==> src/rtl/fpmac_pkg.sv <==
// Shared definitions for the floating-point MAC datapath: precision codes,
// hidden-one positions, exponent limits and the normalized bundle layout.
package fpmac_pkg;

  localparam logic OP_HALF   = 1'b0;
  localparam logic OP_SINGLE = 1'b1;

  localparam int H_HALF      = 20;
  localparam int H_SINGLE    = 46;

  localparam int EMAX_HALF   = 31;
  localparam int EMAX_SINGLE = 255;

  localparam int MW          = 50;

  // Normalized bundle handed to the rounding stage
  typedef struct packed {
    logic          op;
    logic          s;
    logic [7:0]    e;
    logic [MW-1:0] m;
  } nor_bundle_t;

endpackage

==> src/rtl/normalize_lead_one_det.sv <==
// Combinational leading-one detector: index of the most significant set bit
// of m, plus a flag for an all-zero input (p is 0 in that case).
module lead_one_det #(
  parameter int W = 50
) (
  input  logic [W-1:0] m,
  output logic [5:0]   p,
  output logic         zero
);

  // Scan upward so the highest set bit is the last one recorded
  always_comb begin
    p    = '0;
    zero = 1'b1;
    for (int i = 0; i < W; i++) begin
      if (m[i]) begin
        p    = 6'(i);
        zero = 1'b0;
      end
    end
  end

endmodule

==> src/rtl/normalize.sv <==
// Two-stage normalizer: stage 1 captures the accumulator sum and finds its
// leading one; stage 2 aligns it to the hidden-one position, folds shifted-out
// bits into a sticky bit and classifies zero / infinity / flush / normal.
module normalize #(
  parameter int MW = 50,
  parameter int EW = 10
) (
  input  logic                 clk,
  input  logic                 rst,
  input  logic                 add_valid,
  output logic                 add_ready,
  input  logic                 add_op,
  input  logic                 add_s,
  input  logic signed [EW-1:0] add_e,
  input  logic [MW-1:0]        add_m,
  output logic                 nor_valid,
  input  logic                 nor_ready,
  output logic                 nor_op,
  output logic                 nor_s,
  output logic [7:0]           nor_e,
  output logic [MW-1:0]        nor_m
);

  import fpmac_pkg::*;

  // Align, collect sticky and classify one bundle
  function automatic nor_bundle_t norm_fn(
    input logic                 op,
    input logic                 s,
    input logic signed [EW-1:0] e,
    input logic [MW-1:0]        m,
    input logic [5:0]           p,
    input logic                 zero
  );
    nor_bundle_t         r;
    int                  h;
    int                  d;
    logic signed [EW:0]  ex;
    logic signed [EW:0]  emax;
    logic [MW-1:0]       sh;
    logic [MW-1:0]       mask;
    h    = (op == OP_SINGLE) ? H_SINGLE : H_HALF;
    emax = (op == OP_SINGLE) ? (EW+1)'(EMAX_SINGLE) : (EW+1)'(EMAX_HALF);
    d    = int'(p) - h;
    mask = '0;
    if (d > 0) begin
      mask  = {MW{1'b1}} >> (MW - d);
      sh    = m >> d;
      sh[0] = sh[0] | (|(m & mask));
    end else begin
      sh = m << (-d);
    end
    // One extra bit of headroom keeps add_e + d from wrapping
    ex   = {e[EW-1], e} + (EW+1)'(d);
    r.op = op;
    r.s  = s;
    r.e  = '0;
    r.m  = '0;
    if (zero) begin
      r.e = '0;
    end else if (ex >= emax) begin
      r.e = emax[7:0];
    end else if (!ex[EW] && (ex != '0)) begin
      r.e = ex[7:0];
      r.m = sh;
    end
    return r;
  endfunction

  logic                 adv1;
  logic                 adv2;

  logic                 vld_p1;
  logic                 op_p1;
  logic                 s_p1;
  logic signed [EW-1:0] e_p1;
  logic [MW-1:0]        m_p1;
  logic [5:0]           p_p1;
  logic                 zero_p1;

  logic [5:0]           p_in;
  logic                 zero_in;

  logic                 vld_p2;
  nor_bundle_t          res_d;
  nor_bundle_t          res_p2;

  assign adv2      = !vld_p2 || nor_ready;
  assign adv1      = !vld_p1 || adv2;
  assign add_ready = adv1;

  lead_one_det #(.W(MW)) u_lod (
    .m    (add_m),
    .p    (p_in),
    .zero (zero_in)
  );

  // ---- stage 1: capture and leading-one detect ----

  // Stage 1 occupancy
  always_ff @(posedge clk) begin
    if (rst) begin
      vld_p1 <= 1'b0;
    end else if (adv1) begin
      vld_p1 <= add_valid;
    end
  end

  // Stage 1 payload, loaded only on an input transfer
  always_ff @(posedge clk) begin
    if (adv1 && add_valid) begin
      op_p1   <= add_op;
      s_p1    <= add_s;
      e_p1    <= add_e;
      m_p1    <= add_m;
      p_p1    <= p_in;
      zero_p1 <= zero_in;
    end
  end

  // ---- stage 2: shift, sticky and classification ----

  // Compute the normalized bundle from the stage 1 registers
  always_comb begin
    res_d = norm_fn(op_p1, s_p1, e_p1, m_p1, p_p1, zero_p1);
  end

  // Stage 2 occupancy
  always_ff @(posedge clk) begin
    if (rst) begin
      vld_p2 <= 1'b0;
    end else if (adv2) begin
      vld_p2 <= vld_p1;
    end
  end

  // Stage 2 payload, loaded when stage 1 hands over a bundle
  always_ff @(posedge clk) begin
    if (adv2 && vld_p1) begin
      res_p2 <= res_d;
    end
  end

  // Outputs read as zero whenever no bundle is presented
  assign nor_valid = vld_p2;
  assign nor_op    = vld_p2 & res_p2.op;
  assign nor_s     = vld_p2 & res_p2.s;
  assign nor_e     = vld_p2 ? res_p2.e : 8'd0;
  assign nor_m     = vld_p2 ? res_p2.m : '0;

endmodule
==> config.mk <==
export PLATFORM = sky130hd
export DESIGN_NAME = normalize
export DESIGN_NICKNAME = d
export VERILOG_FILES = /design/src/rtl/fpmac_pkg.sv /design/src/rtl/normalize_lead_one_det.sv /design/src/rtl/normalize.sv
export SDC_FILE = /design/constraint.sdc
export NUM_CORES = 1
export LEC_CHECK = 0
export CAP_MARGIN = 20
export CORE_MARGIN = 5
export CORE_UTILIZATION = 55
export CTS_BUF_LIST = sky130_fd_sc_hd__clkbuf_4
export DETAILED_ROUTE_END_ITERATION = 8
export GPL_ROUTABILITY_DRIVEN = 1
export PLACE_DENSITY = 0.9
export REMOVE_ABC_BUFFERS = 1
export SLEW_MARGIN = 20
export SYNTH_ARGS = -nofsm -noshare
export SYNTH_HDL_FRONTEND = slang
export SYNTH_SLANG_ARGS = --single-unit
==> constraint.sdc <==
create_clock -name clk -period 4.51 [get_ports clk]
set_input_delay 0.6765 -clock clk [delete_from_list [all_inputs] [get_ports clk]]
set_output_delay 0.6765 -clock clk [all_outputs]
set_load 0.005 [all_outputs]
# After elaboration in Yosys (flattened, before gate mapping)
# Cells that the tools add are included.
[word_totals]
input_bits = 66
regBits = 131
word_cells = 98
output_inout_bits = 62
[op_classes]
n_shift = 3
muxes = 56
n_addsub = 4
bitwise_logic = 5
n_reduce_logical = 14
order_cmp = 2
[op_table]
columns = ["operator", "count"]
rows = [
  ["two-way mux 5 bit", 32],
  ["two-way mux 50 bit", 2],
  ["two-way mux 58 bit", 1],
  ["AND 50 bit", 1],
  ["OR reduction 50 bit", 1],
  ["left shift 50 x 32 -> 50 bit", 1],
  [">> shifter 50 x 32 -> 50 bit", 1],
  [">> shifter 50 x 32 -> 50 bit (first input constant)", 1],
  ["OR reduction 49 bit", 1],
  ["two-way mux 4 bit", 8],
  ["negation 7 -> 32 bit", 1],
  ["two-way mux 8 bit", 3],
  ["OR reduction 18 bit", 1],
  ["two-way mux 3 bit", 4],
  ["adder 10 x 7 -> 11 bit", 1],
  ["greater-or-equal comparator 11 x 9 -> 1 bit", 1],
  ["nonzero test 11 bit", 1],
  ["subtractor 7 x 7 -> 8 bit (first input constant)", 1],
  ["> comparator 7 x 1 -> 1 bit (second input constant)", 1],
  ["subtractor 6 x 6 -> 7 bit", 1],
  ["two-way mux 6 bit", 1],
  ["two-way mux 2 bit", 2],
  ["logical AND 1 bit", 3],
  ["zero test 1 bit", 3],
  ["7 further kinds", 11],
]

# Logic depth before layout (Yosys ltp)
# Gate-level depths: netlist (run 1).
[depth]
ltp_word = 48
depth_mapped = 24
depth_no_buf = 20

# Cells and area by module
# A second synthesis (run 1) with hierarchy kept.
[hier_totals]
cells_unflattened = 1517
hier_area_um2 = 14067.2
[modules_own_cells]
columns = ["mod", "n_inst", "area_each_um2", "cells_per_inst"]
rows = [
  ["normalize", 1, 13426.6, 1410],
  ["lead_one_det", 1, 640.6, 107],
]

# Worst setup path before layout (run 1)
# OpenSTA, ideal clock, no wires.
[synth_path]
path_kind = "register to register"
start = "register op_p1"
end = "register res_p2[0] (netlist name), data pin"
arrival_ns = 4.518
synth_period_minus_slack_ns = 4.685
setup_slack_ns = -0.175
setup_ns = 0.167
n_path_buf = 5
path_stages_with_launch = 23
required_time_ns = 4.343
path_cell_list = "edfxtp_1 > inv_1 > ha_1 > and3b_1 > o211ai_2 > buf_4 > inv_1 > clkbuf_1 > clkbuf_1 > ha_1 > o21ai_0 > o21ba_2 > o22ai_1 > xnor2_1 > ha_1 > nand3_1 > nor4_1 > a211oi_1 > and4b_1 > clkbuf_1 > nand3_1 > buf_2 > a211oi_1"
[synth_via]
elab_chain_len = 8
word_cells_on_any_way = 20
[synth_lines]
columns = ["item", "line", "text"]
rows = [
  ["from (decl)", "normalize.sv:74", "logic op_p1;"],
  ["from (signal assigned)", "normalize.sv:112", "op_p1 <= add_op;"],
  ["two-way mux 6 bit", "normalize.sv:42", "h = (op == OP_SINGLE) ? H_SINGLE : H_HALF;"],
  ["subtractor 6 x 6 -> 7 bit", "normalize.sv:44", "d = int'(p) - h;"],
  ["subtractor 7 x 7 -> 8 bit", "normalize.sv:47", "mask = {MW{1'b1}} >> (MW - d);"],
  [">> shifter 50 x 32 -> 50 bit", "normalize.sv:47", ""],
  ["AND 50 bit", "normalize.sv:49", "sh[0] = sh[0] | (|(m & mask));"],
  ["OR reduction 50 bit", "normalize.sv:49", ""],
  ["bitwise OR 1 bit", "normalize.sv:49", ""],
  ["two-way mux 50 bit", "normalize.sv:46", "if (d > 0) begin"],
  ["to (signal assigned)", "normalize.sv:140", "res_p2 <= res_d;"],
  ["to (decl)", "normalize.sv:86", "nor_bundle_t res_p2;"],
]
# Several ways; a longest one is shown, not always the timed one.
# A chain may end at the register's enable or synchronous reset.

# Final worst setup path (run 1)
[layout_path]
start = "register op_p1"
end = "register res_p2[56] (netlist name), data pin"
[layout_via]
elab_chain_len = 7
word_cells_on_any_way = 10
[layout_lines]
columns = ["item", "line", "text"]
rows = [
  ["parallel branches: the longest is 6 deep, another holds adder 10 x 7 -> 11 bit", "n/a", ""],
  ["two-way mux 8 bit (*)", "normalize.sv:61", "end else if (ex >= emax) begin"],
]
# Every way passes the cells marked *.

==> metrics.md, run 1 <==
| Metric | Value |
|---|---|
| # DRC | 0 |
| Worst vdd ir | ~220 uV |
| Core ar. | 23400 um2 |
| CP dominant cell by count | buf_4 |
| Nature of the critical path startpoint | flop |
| CTS H-tree depth | 4 |
| P_leak | roughly 5.2 nW |
| Vias after detailed routing | between 10000 and 15000 |
| Largest family of logic cells by synthesized area | simple AND/OR/NAND/NOR gates |
| Ys Warns | 0 |
| Mean routed wirelength per cell | approximately 24 um |
| Cells after Synth | roughly 1500 |
| Buf/Inv on CP | 4 |
| Via-per-instance ratio | 6.86 |
| IO Port Bufs | roughly 130 |
| Status | finished, final reports clean |
| DP Cell Count | 1865 |
| Internal | about 2.7 mW |
| Sw Ratio | 43.8% |
| Starting Density | around 56% |
| Max-Cap Viols | 0 |
| Synth Area in Adders | 2.85% |
| # setup viols final | 0 |
| Post-DP Area | between 10000 and 15000 um2 |
| Post-route cell area | 15200 um2 |
| Clock power share | 19.5% |
| Largest net degree at the start of global routing | about 120 |
| Site row count | 56 |
| Post-route ant nets | 0 |
| Most frequent cells in the layout | 196 x nand2_1, 183 x nor2_1, 129 x edfxtp_1 |
| Hold Path Class | flop to flop |
| Post-CTS Hold Fix Bufs | 0 |
| Final Max Tran Viols | 0 |
| Combinational share of power | around 50% |
| Synth Area in XOR/XNOR | under 10% |
| FMAX | approximately 0.22 GHz |
| WL final | about 47 mm |
| NetSw | between 2 and 2.5 mW |
| Iteration-0 DRC count of the detailed router | 2003 |
| Share of cells above drive strength 1 | 15.0% |
| Sink Count | about 130 |
| Hold violation total from the final report | 0 |
| Setup crit end kind | flop |
| Dpl ws | -0.0152 ns |
| Chip width | between 150 and 200 um |
| Compound-Gate Fraction of Synth Area | ~20% |
| All-Layer GR Usage | 34.1% |
| Hold slack | ~0.48 ns |
| Max clock buf depth | 2 |
| Clock skew | 0.0290 ns |
| CP max stage cell | edfxtp_1 |
| Mux cell area share after synthesis | between 10% and 20% |
| Full die area | approximately 27000 um2 |
| P per Cell Area | around 320 nW/um2 |
| Post-synthesis cell type count | 83 |
| Hpwl dp | around 34 mm |
| Final Core Density | approximately 65% |
| Die Height | ~160 um |
| Asr flop ratio synth | 0% |
| Final WS setup | 0.0457 ns |
| Initial antenna violation count | 2 |
| Worst-path cell chain | buf_4 -> ha_1 -> nor2_1 -> o21ba_2 -> or2_1 -> inv_2 -> ha_4 -> o21ai_1 -> o21ba_4 -> o22ai_2 -> xnor2_2 -> ha_1 -> nand3_1 -> nor4_2 -> a211oi_1 -> and4b_2 -> buf_4 -> buf_4 -> a32o_1 |
| Crit-path leading delay family | simple AND/OR/NAND/NOR gates |
| Gr ovfl total | 0 |
| Mapped Area | 13000 um2 |
| Critical Path AT | 4.80 ns |
| TritonCTS buffer count | 17 |
| Final setup TNS | 0 ns |
| Slew @ Worst Pin | around 1.1 ns |
| Post-synth EDFFs | 129 |
| Setup CP Type | flop to flop |
| Sequential share of power | 30.7% |
| Tmin final | ~4.5 ns |
| Synth Register Bits | 131 |
| DRT Pass-1 Iters | 9 |
| Worst-Skew Late Latency | 0.59 ns |
| First-pass GRT wire length | 70.8 mm |
| Max-slew headroom | ~24% |
| Number of global-route vias before repair | approximately 12000 |
| WP data required | 4.84 ns |
| CTS Root Cell | clkbuf_4 |
| Crit-path max cell delay | about 0.45 ns |
| Non-Filler Instances | around 1900 |
| Average cell area after synthesis | approximately 8.7 um2 |
| Post-route total power | 4.86 mW |
| Commonest non-fill, non-tap cell in the layout | nand2_1 |
| CTS tree | done |
| I/O pin total | roughly 130 |
| Filler cell count | between 1500 and 2000 |
| P&R area growth vs syn | 17.2% |
| Register area share after synthesis | around 30% |
| Final worst path period share | between 90 and 100% |
| Max Fanout on Critical Path | 6 |
| Simple-Gate Fraction of Synth Area | between 20% and 30% |
| Clk pin slew, worst setup/hold paths | roughly 0.16 ns |
| GP Congestion | around 1.0 |
| NumNets Final | about 1700 |
| Top FF cell, synth | edfxtp_1 |
cell families (layout without fill, tap and decap cells):
family / after synthesis / after routing
buf+inv: 150 / 246
xor+xnor: 19 / 19
compound gates: 402 / 402
fa+ha+maj: 29 / 29
flops: 131 / 131
simple gates: 599 / 599
other cells: 0 / 1
mux: 159 / 159
power groups by stage:
stage               combinational (mW)  sequential (mW)  clock (mW)
detailed placement                2.27             1.52           0
finish                            2.42             1.50       0.947
global route                      2.57             1.50       0.997
global placement                  2.25             1.51           0
CTS                               2.28             1.49       0.959
floorplan                         1.46             1.51           0
cell type report:
| type | instances | area, um2 | share of cell area (%) |
|---|---|---|---|
| Multi-Input combinational cell | 1208 | 8640 | 56.7 |
| Sequential cell | 131 | 3910 | 25.7 |
| Timing Repair Buffer | 185 | 1850 | 12.1 |
| Tap cell | 319 | 399 | 2.62 |
| Clock inverter | 15 | 194 | 1.27 |
| Clock buffer | 17 | 128 | 0.838 |
| Inverter | 29 | 109 | 0.715 |
| Antenna cell | 1 | 2.50 | 0.0164 |
path summary, 6_finish.rpt:
check	startpoint	end	slack [ns]	depth (start not counted)
setup / recovery	op_p1	res_p2[56]	0.05	19
hold / removal	s_p1	res_p2[58]	0.48	0
setup reg to reg	op_p1	res_p2[56]	0.05	19
hold reg to reg	s_p1	res_p2[58]	0.48	0
per-layer routing:
layer | wire (um) | vias up | track usage [%]
met5 | 12 | - | 0
met4 | 2290 | 2 | 14.1
met3 | 4750 | 151 | 5.82
met2 | 21700 | 875 | 54.4
met1 | 17800 | 6249 | 46.6
li1 | - | 5791 | -
worst reg2reg max path, stage by stage (launching register included):
cell and delay [ns]:
edfxtp_1 0.45, buf_4 0.19, ha_1 0.37, nor2_1 0.26, o21ba_2 0.23, or2_1 0.15
inv_2 0.06, ha_4 0.29, o21ai_1 0.08, o21ba_4 0.26, o22ai_2 0.09, xnor2_2 0.17
ha_1 0.31, nand3_1 0.09, nor4_2 0.31, a211oi_1 0.08, and4b_2 0.26, buf_4 0.16
buf_4 0.14, a32o_1 0.26
cells in the mapped netlist, drive strengths merged, types with 7 or more instances:
master | number | area [um2]
a211oi | 28 | 210
a21o | 7 | 52.6
a21oi | 117 | 589
a22oi | 25 | 188
a31oi | 19 | 119
and2 | 64 | 400
buf | 58 | 292
clkbuf | 63 | 236
edfxtp | 129 | 3870
ha | 28 | 350
inv | 29 | 109
mux2 | 26 | 293
mux2i | 59 | 591
mux4 | 74 | 1670
nand2 | 198 | 748
nand3 | 40 | 200
nand4 | 14 | 87.6
nor2 | 184 | 693
nor2b | 16 | 100
nor3 | 25 | 130
nor4 | 17 | 113
o2111ai | 11 | 96.3
o211ai | 29 | 223
o21ai | 84 | 420
o22ai | 19 | 119
o31ai | 8 | 65.1
or3 | 7 | 43.8
xnor2 | 15 | 146
flip-flops by register name, summed over array words and instances (netlist names):
register and flops:
op_p1 1, res_p2 60, nor_valid 1, e_p1 10
p_p1 6, zero_p1 1, s_p1 1, vld_p1 1
m_p1 50
timing repair:
| action | CTS | global route |
|---|---|---|
| pin swaps | 0 | 4 |
| cloned | 0 | 3 |
| gates resized for setup | 2 | 16 |
| setup buffers | 0 | 4 |
| setup endpoints to repair | 38 | 57 |
(Power assumes the default switching activity.)
==> run 2: changes to the inputs <==
CORE_MARGIN = unset   (was 5)
==> run 2 against run 1 <==
  * Register-to-register slack better by 0.08 ns
  * Clock skew increased by 0.0049 ns
  * Die area shrank 9.5%
  * Utilization is 2.1 points higher
  * Maximum frequency is 1.7% higher
  * Hold slack worse by 0.026 ns
  * Power increased by 3.1%
  * Count of clock-buffer cells in the layout stayed put
  * First-iteration DRC count decreased by 20%
  * Largest power group unchanged
==> metrics.md, run 2 (synthesis gave the netlist of run 1 again) <==
| Metric | Value |
|---|---|
| Max reg flops | 60 (unchanged) |
| Hpwl dp | 34.7 mm (+1.1%) |
| Biggest register | res_p2 |
| Hold slack | 0.451 ns (-0.0256 ns) |
| Vias after detailed routing | 13100 (-0.11%) |
| Met2 track utilization from global routing | 60.4% (+6.0 points) |
| I/O pin total | 128 (unchanged) |
| Max clock buf depth | 2 (unchanged) |
| Setup CP Type | flop to flop |
| Worst R2R Start | op_p1 |
| Commonest non-fill, non-tap cell in the layout | nand2_1 |
| Most crowded layer after global routing | met2 |
| Tmin final | 4.39 ns (-0.0762 ns) |
| P&R area growth vs syn | 18.4% |
| Filler cell count | 1846 (-6.8%) |
| CTS H-tree depth | 4 (unchanged) |
| Clock skew | 0.0339 ns (+0.00489 ns) |
| Core ar. | 22900 um2 (-2.1%) |
| Post-route total power | 5.02 mW (+3.1%) |
| Final worst path period share | 97.3% (-1.7 points) |
| Critical Path AT | 4.84 ns (+0.04 ns) |
| Iteration-0 DRC count of the detailed router | 1607 (-20%) |
| Nature of the critical path startpoint | flop |
| Post-CTS Hold Fix Bufs | 0 (unchanged) |
| Worst Setup SP | op_p1 |
| Largest net degree at the start of global routing | 117 (+0.86%) |
| Max-slew headroom | 26.7% (+2.7 points) |
| Clock power share | 21.5% (+2.0 points) |
| Worst-path cell chain | buf_6 -> ha_1 -> or2_1 -> o211ai_4 -> inv_1 -> ha_1 -> inv_1 -> o21a_1 -> o21ai_1 -> nand3_1 -> a311oi_1 -> nand3_4 -> clkbuf_16 -> a21oi_1 |
| GP Congestion | 0.996 (-2.6%) |
| Starting Density | 56.7% (+1.2 points) |
| First-pass GRT wire length | 71.1 mm (+0.41%) |
| Internal | 2.86 mW (+4.8%) |
| # setup viols final | 0 (unchanged) |
| Slew @ Worst Pin | 1.09 ns (-0.0172 ns) |
| Sequential share of power | 29.9% (-0.8 points) |
| DRT Pass-1 Iters | 6 (-3) |
| CP max stage cell | a311oi_1 |
| Post-route ant nets | 0 (unchanged) |
| All-Layer GR Usage | 39.0% (+4.9 points) |
| CTS Root Cell | clkbuf_4 |
| Gr ovfl total | 0 (unchanged) |
| Max Fanout on Critical Path | 25 (+19) |
| Register area | 3910 um2 (unchanged) |
| Hold violation total from the final report | 0 (unchanged) |
| IO Port Bufs | 127 (unchanged) |
| Initial antenna violation count | 1 (-1) |
| Largest registers | res_p2 (60), m_p1 (50), e_p1 (10) |
| Share of cells above drive strength 1 | 15.7% (+0.76 points) |
| Max-Cap Viols | 0 (unchanged) |
| NumNets Final | 1686 (+1.1%) |
| Mean routed wirelength per cell | 24.5 um (+0.51%) |
| Full die area | 24200 um2 (-9.5%) |
| Most frequent cells in the layout | 196 x nand2_1, 181 x nor2_1, 129 x edfxtp_1 |
| Combinational share of power | 48.6% (-1.2 points) |
| Worst-Skew Late Latency | 0.62 ns (+0.03 ns) |
| P_leak | 5.32 nW (+1.9%) |
| Sw Ratio | 42.9% (-0.91 points) |
| Status | finished, final reports clean |
| WL final | 47.1 mm (+1.2%) |
| Met1 Resource Use GR | 53.6% (+7.0 points) |
| TritonCTS buffer count | 17 (unchanged) |
| Sink Count | 131 (unchanged) |
| CTS tree | done |
| # DRC | 0 (unchanged) |
| Number of global-route vias before repair | 11900 (-0.96%) |
| WP data required | 4.96 ns (+0.12 ns) |
| Via-per-instance ratio | 6.81 (-0.79%) |
| Chip width | 156 um (-4.9%) |
| P per Cell Area | 326 nW/um2 (+2.1%) |
| Crit-path max cell delay | 0.86 ns (+0.41 ns) |
| Final setup TNS | 0 ns (unchanged) |
| Final Max Tran Viols | 0 (unchanged) |
| Area of the multi-input gates | 8600 um2 (-0.43%) |
| Min-Delay Startpoint | s_p1 |
| Site row count | 55 (-1.8%) |
| FMAX | 0.228 GHz (+1.7%) |
| Dpl ws | 0.0929 ns (+0.108 ns) |
| Final WS setup | 0.122 ns (+0.0762 ns) |
| Die Height | 156 um (-4.9%) |
| GR Layer Usage met3 | 6.61% (+0.79 points) |
| NetSw | 2.15 mW (+0.99%) |
| Setup crit end kind | flop |
| Clk pin slew, worst setup/hold paths | 0.15 ns (about the same) |
| Worst vdd ir | 243 uV (+13%) |
| Hold Path Class | flop to flop |
-- run 2: changes by cell type in the layout (fill, tap and decap cells not counted), sizes merged --
cell	before	now
buf	55	74
bufinv	3	5
clkinv	2	1
clkinvlp	3	2
-- run 2: worst max-delay path: cells and delay by family (launching register included) --
kind / cells / cell delay, ns
AOI/OAI and AO/OA: 5 / 1.58
and+or+nand+nor: 3 / 0.80
adders and majority gates: 2 / 0.72
buffers and inverters: 4 / 0.65
DFF: 1 / 0.47
-- run 2: stage by stage --
stage               util, %  instance area (um2)  instances
finish                 67.2                15400       1918
detailed placement     64.7                14800       1876
global route           67.2                15400       1918
floorplan                 -                12500       1368
global placement       64.7                14800       1876
CTS                    66.3                15200       1908
-- run 2: timing repair --
item | 4_1_cts | 5_1_grt
setup buffers | 0 | 6
resized for setup | 0 | 14
endpoints found under the setup margin | 0 | 56
-- run 2: layer usage --
layer	wire, um	up-vias
met3	4670	136
met5	0	-
met2	21100	914
met1	18900	6171
li1	-	5832
met4	2380	0
-- run 2: layout make-up --
type	count	share of cell area, %
multi-input combinational	1208	55.9
antenna	1	0.0163
sequential	131	25.4
tap	313	2.54
timing repair buffer	204	13.0
inverter	29	0.732
clock inverter	15	1.57
clock buffer	17	0.829
-- run 2: power by group through the flow --
stage	Sequential, mW	Combinational (mW)	Clock (mW)
floorplan	1.51	1.46	0
global placement	1.52	2.28	0
detailed placement	1.52	2.28	0
CTS	1.50	2.29	1.08
global route	1.51	2.58	1.12
finish	1.50	2.44	1.08
-- run 2: final timing paths --
check / end / slack, ns / cells after the start
worst max-delay path: res_p2[20] / 0.12 / 14
worst max register to register: res_p2[20] / 0.12 / 14
worst min register to register: res_p2[58] / 0.45 / 0
worst min-delay path: res_p2[58] / 0.45 / 0
==> run 3: changes to the inputs <==
SKIP_LAST_GASP = 1   (was unset)
==> run 3 against run 2 <==
  * Clock skew about the same
  * Critical path depth unchanged
  * Critical endpoint unchanged
  * Wire length down 0.28%
  * Final cell count unchanged
  * Clock power about the same
  * Hold slack about the same
  * Sequential share of layout area about the same
  * Via count up 0.81%
  * Maximum frequency down 0.59%
==> metrics.md, run 3 (synthesis gave the netlist of run 1 again) <==
| Metric | Value |
|---|---|
| Status | finished, final reports clean |
| Share of cells above drive strength 1 | 15.6% (-0.062 points) |
| Clock power share | 21.5% (about the same) |
| Tmin final | 4.41 ns (+0.0260 ns) |
| Critical Path AT | 4.86 ns (+0.02 ns) |
| TritonCTS buffer count | 17 (unchanged) |
| Hpwl dp | 34.7 mm (unchanged) |
| Most frequent cells in the layout | 196 x nand2_1, 181 x nor2_1, 129 x edfxtp_1 |
| Max-Cap Viols | 0 (unchanged) |
| All-Layer GR Usage | 39.0% (unchanged) |
| Initial antenna violation count | 1 (unchanged) |
| Starting Density | 56.7% (unchanged) |
| Commonest non-fill, non-tap cell in the layout | nand2_1 |
| WL final | 47.0 mm (-0.28%) |
| Clk pin slew, worst setup/hold paths | 0.15 ns (about the same) |
| NetSw | 2.15 mW (-0.35%) |
| WP data required | 4.96 ns (about the same) |
| GP Congestion | 0.996 (unchanged) |
| Sequential share of power | 30.0% (about the same) |
| RSZ-0062 raised after global routing | true |
| Post-route total power | 5.01 mW (-0.18%) |
| Hold Path Class | flop to flop |
| Register area | 3910 um2 (unchanged) |
| Final setup TNS | 0 ns (unchanged) |
| Setup CP Type | flop to flop |
| Hold slack | 0.451 ns (+0.0000530 ns) |
| Post-CTS Hold Fix Bufs | 0 (unchanged) |
| Via-per-instance ratio | 6.86 (+0.81%) |
| Worst-Skew Late Latency | 0.62 ns (about the same) |
| Sink Count | 131 (unchanged) |
| Post-route ant nets | 0 (unchanged) |
| Mean routed wirelength per cell | 24.5 um (-0.28%) |
| Max-slew headroom | 26.3% (-0.47 points) |
| Sw Ratio | 42.8% (-0.073 points) |
| Gr ovfl total | 0 (unchanged) |
| Final Max Tran Viols | 0 (unchanged) |
| Site row count | 55 (unchanged) |
| P&R area growth vs syn | 18.3% (about the same) |
| Largest net degree at the start of global routing | 117 (unchanged) |
| Full die area | 24200 um2 (unchanged) |
| Worst vdd ir | 242 uV (-0.63%) |
| DRT Pass-1 Iters | 7 (+1) |
| Vias after detailed routing | 13200 (+0.81%) |
| Setup crit end kind | flop |
| Largest registers | res_p2 (60), m_p1 (50), e_p1 (10) |
| Final worst path period share | 97.9% (+0.58 points) |
| P per Cell Area | 326 nW/um2 (-0.10%) |
| CTS tree | done |
| Area of the multi-input gates | 8600 um2 (about the same) |
| CTS H-tree depth | 4 (unchanged) |
| Slew @ Worst Pin | 1.10 ns (+0.00701 ns) |
| CTS Root Cell | clkbuf_4 |
| Clock skew | 0.0342 ns (+0.000285 ns) |
| Max reg flops | 60 (unchanged) |
| # setup viols final | 0 (unchanged) |
| NumNets Final | 1686 (unchanged) |
| Hold violation total from the final report | 0 (unchanged) |
| Filler cell count | 1846 (unchanged) |
| I/O pin total | 128 (unchanged) |
| Number of global-route vias before repair | 11900 (unchanged) |
| Iteration-0 DRC count of the detailed router | 1790 (+11%) |
| Max clock buf depth | 2 (unchanged) |
| Combinational share of power | 48.5% (about the same) |
| First-pass GRT wire length | 71.1 mm (unchanged) |
| Die Height | 156 um (unchanged) |
| FMAX | 0.227 GHz (-0.59%) |
| Nature of the critical path startpoint | flop |
| # DRC | 0 (unchanged) |
| IO Port Bufs | 127 (unchanged) |
| Core ar. | 22900 um2 (unchanged) |
| Max Fanout on Critical Path | 25 (unchanged) |
| Internal | 2.86 mW (about the same) |
| Chip width | 156 um (unchanged) |
| Biggest register | res_p2 |
| P_leak | 5.32 nW (about the same) |
## run 3: layout make-up
cell class | count | area share, %
clock buffer | 17 | 0.830
tap | 313 | 2.55
antenna | 1 | 0.0163
multi-input combinational | 1208 | 55.9
timing repair buffer | 204 | 12.9
clock inverter | 15 | 1.57
sequential | 131 | 25.4
inverter | 29 | 0.732
## run 3: critical path, cell delays in order (launching register included)
cell	delay, ns
edfxtp_1	0.45
buf_4	0.19
ha_1	0.39
or2_1	0.28
o211ai_4	0.18
inv_1	0.08
ha_1	0.33
inv_1	0.10
o21a_1	0.19
o21ai_1	0.22
nand3_1	0.19
a311oi_1	0.87
nand3_4	0.33
clkbuf_16	0.30
a21oi_1	0.14
## run 3: timing repair
item                                    CTS  global route
endpoints found under the setup margin    0            56
buffers inserted                          0             6
gates resized for setup                   0            11
endpoints found under the hold margin     0             0
## run 3: worst paths after layout
check / slack [ns] / cells past startpoint / startpoint / to
worst min-delay path: 0.45 / 0 / s_p1 / res_p2[58]
worst min register to register: 0.45 / 0 / s_p1 / res_p2[58]
worst max-delay path: 0.1 / 14 / op_p1 / res_p2[20]
worst max register to register: 0.1 / 14 / op_p1 / res_p2[20]
## run 3: stage by stage
| stage | util [%] | instance area [um2] | instances | setup slack, ns |
|---|---|---|---|---|
| 5_1_grt | 67.1 | 15400 | 1918 | -0.111 |
| 6_report | 67.1 | 15400 | 1918 | 0.0959 |
| 3_5_place_dp | 64.7 | 14800 | 1876 | 0.0929 |
| 3_3_place_gp | 64.7 | 14800 | 1876 | 0.296 |
| 2_1_floorplan | - | 12500 | 1368 | -3.51 |
| 4_1_cts | 66.3 | 15200 | 1908 | 0.0366 |
## run 3: per-layer routing
layer	share of wire [%]	GRT usage (%)	wire, um
met5	0	0	0
met4	5.4	18.3	2550
met3	9.8	6.61	4610
met2	45	60.4	21200
met1	40	53.6	18600
## run 3: power groups by stage
stage | logic, mW | clock network (mW) | registers (mW)
global placement | 2.28 | 0 | 1.52
global route | 2.57 | 1.12 | 1.51
finish | 2.43 | 1.07 | 1.50
detailed placement | 2.28 | 0 | 1.52
floorplan | 1.46 | 0 | 1.51
CTS | 2.29 | 1.08 | 1.50
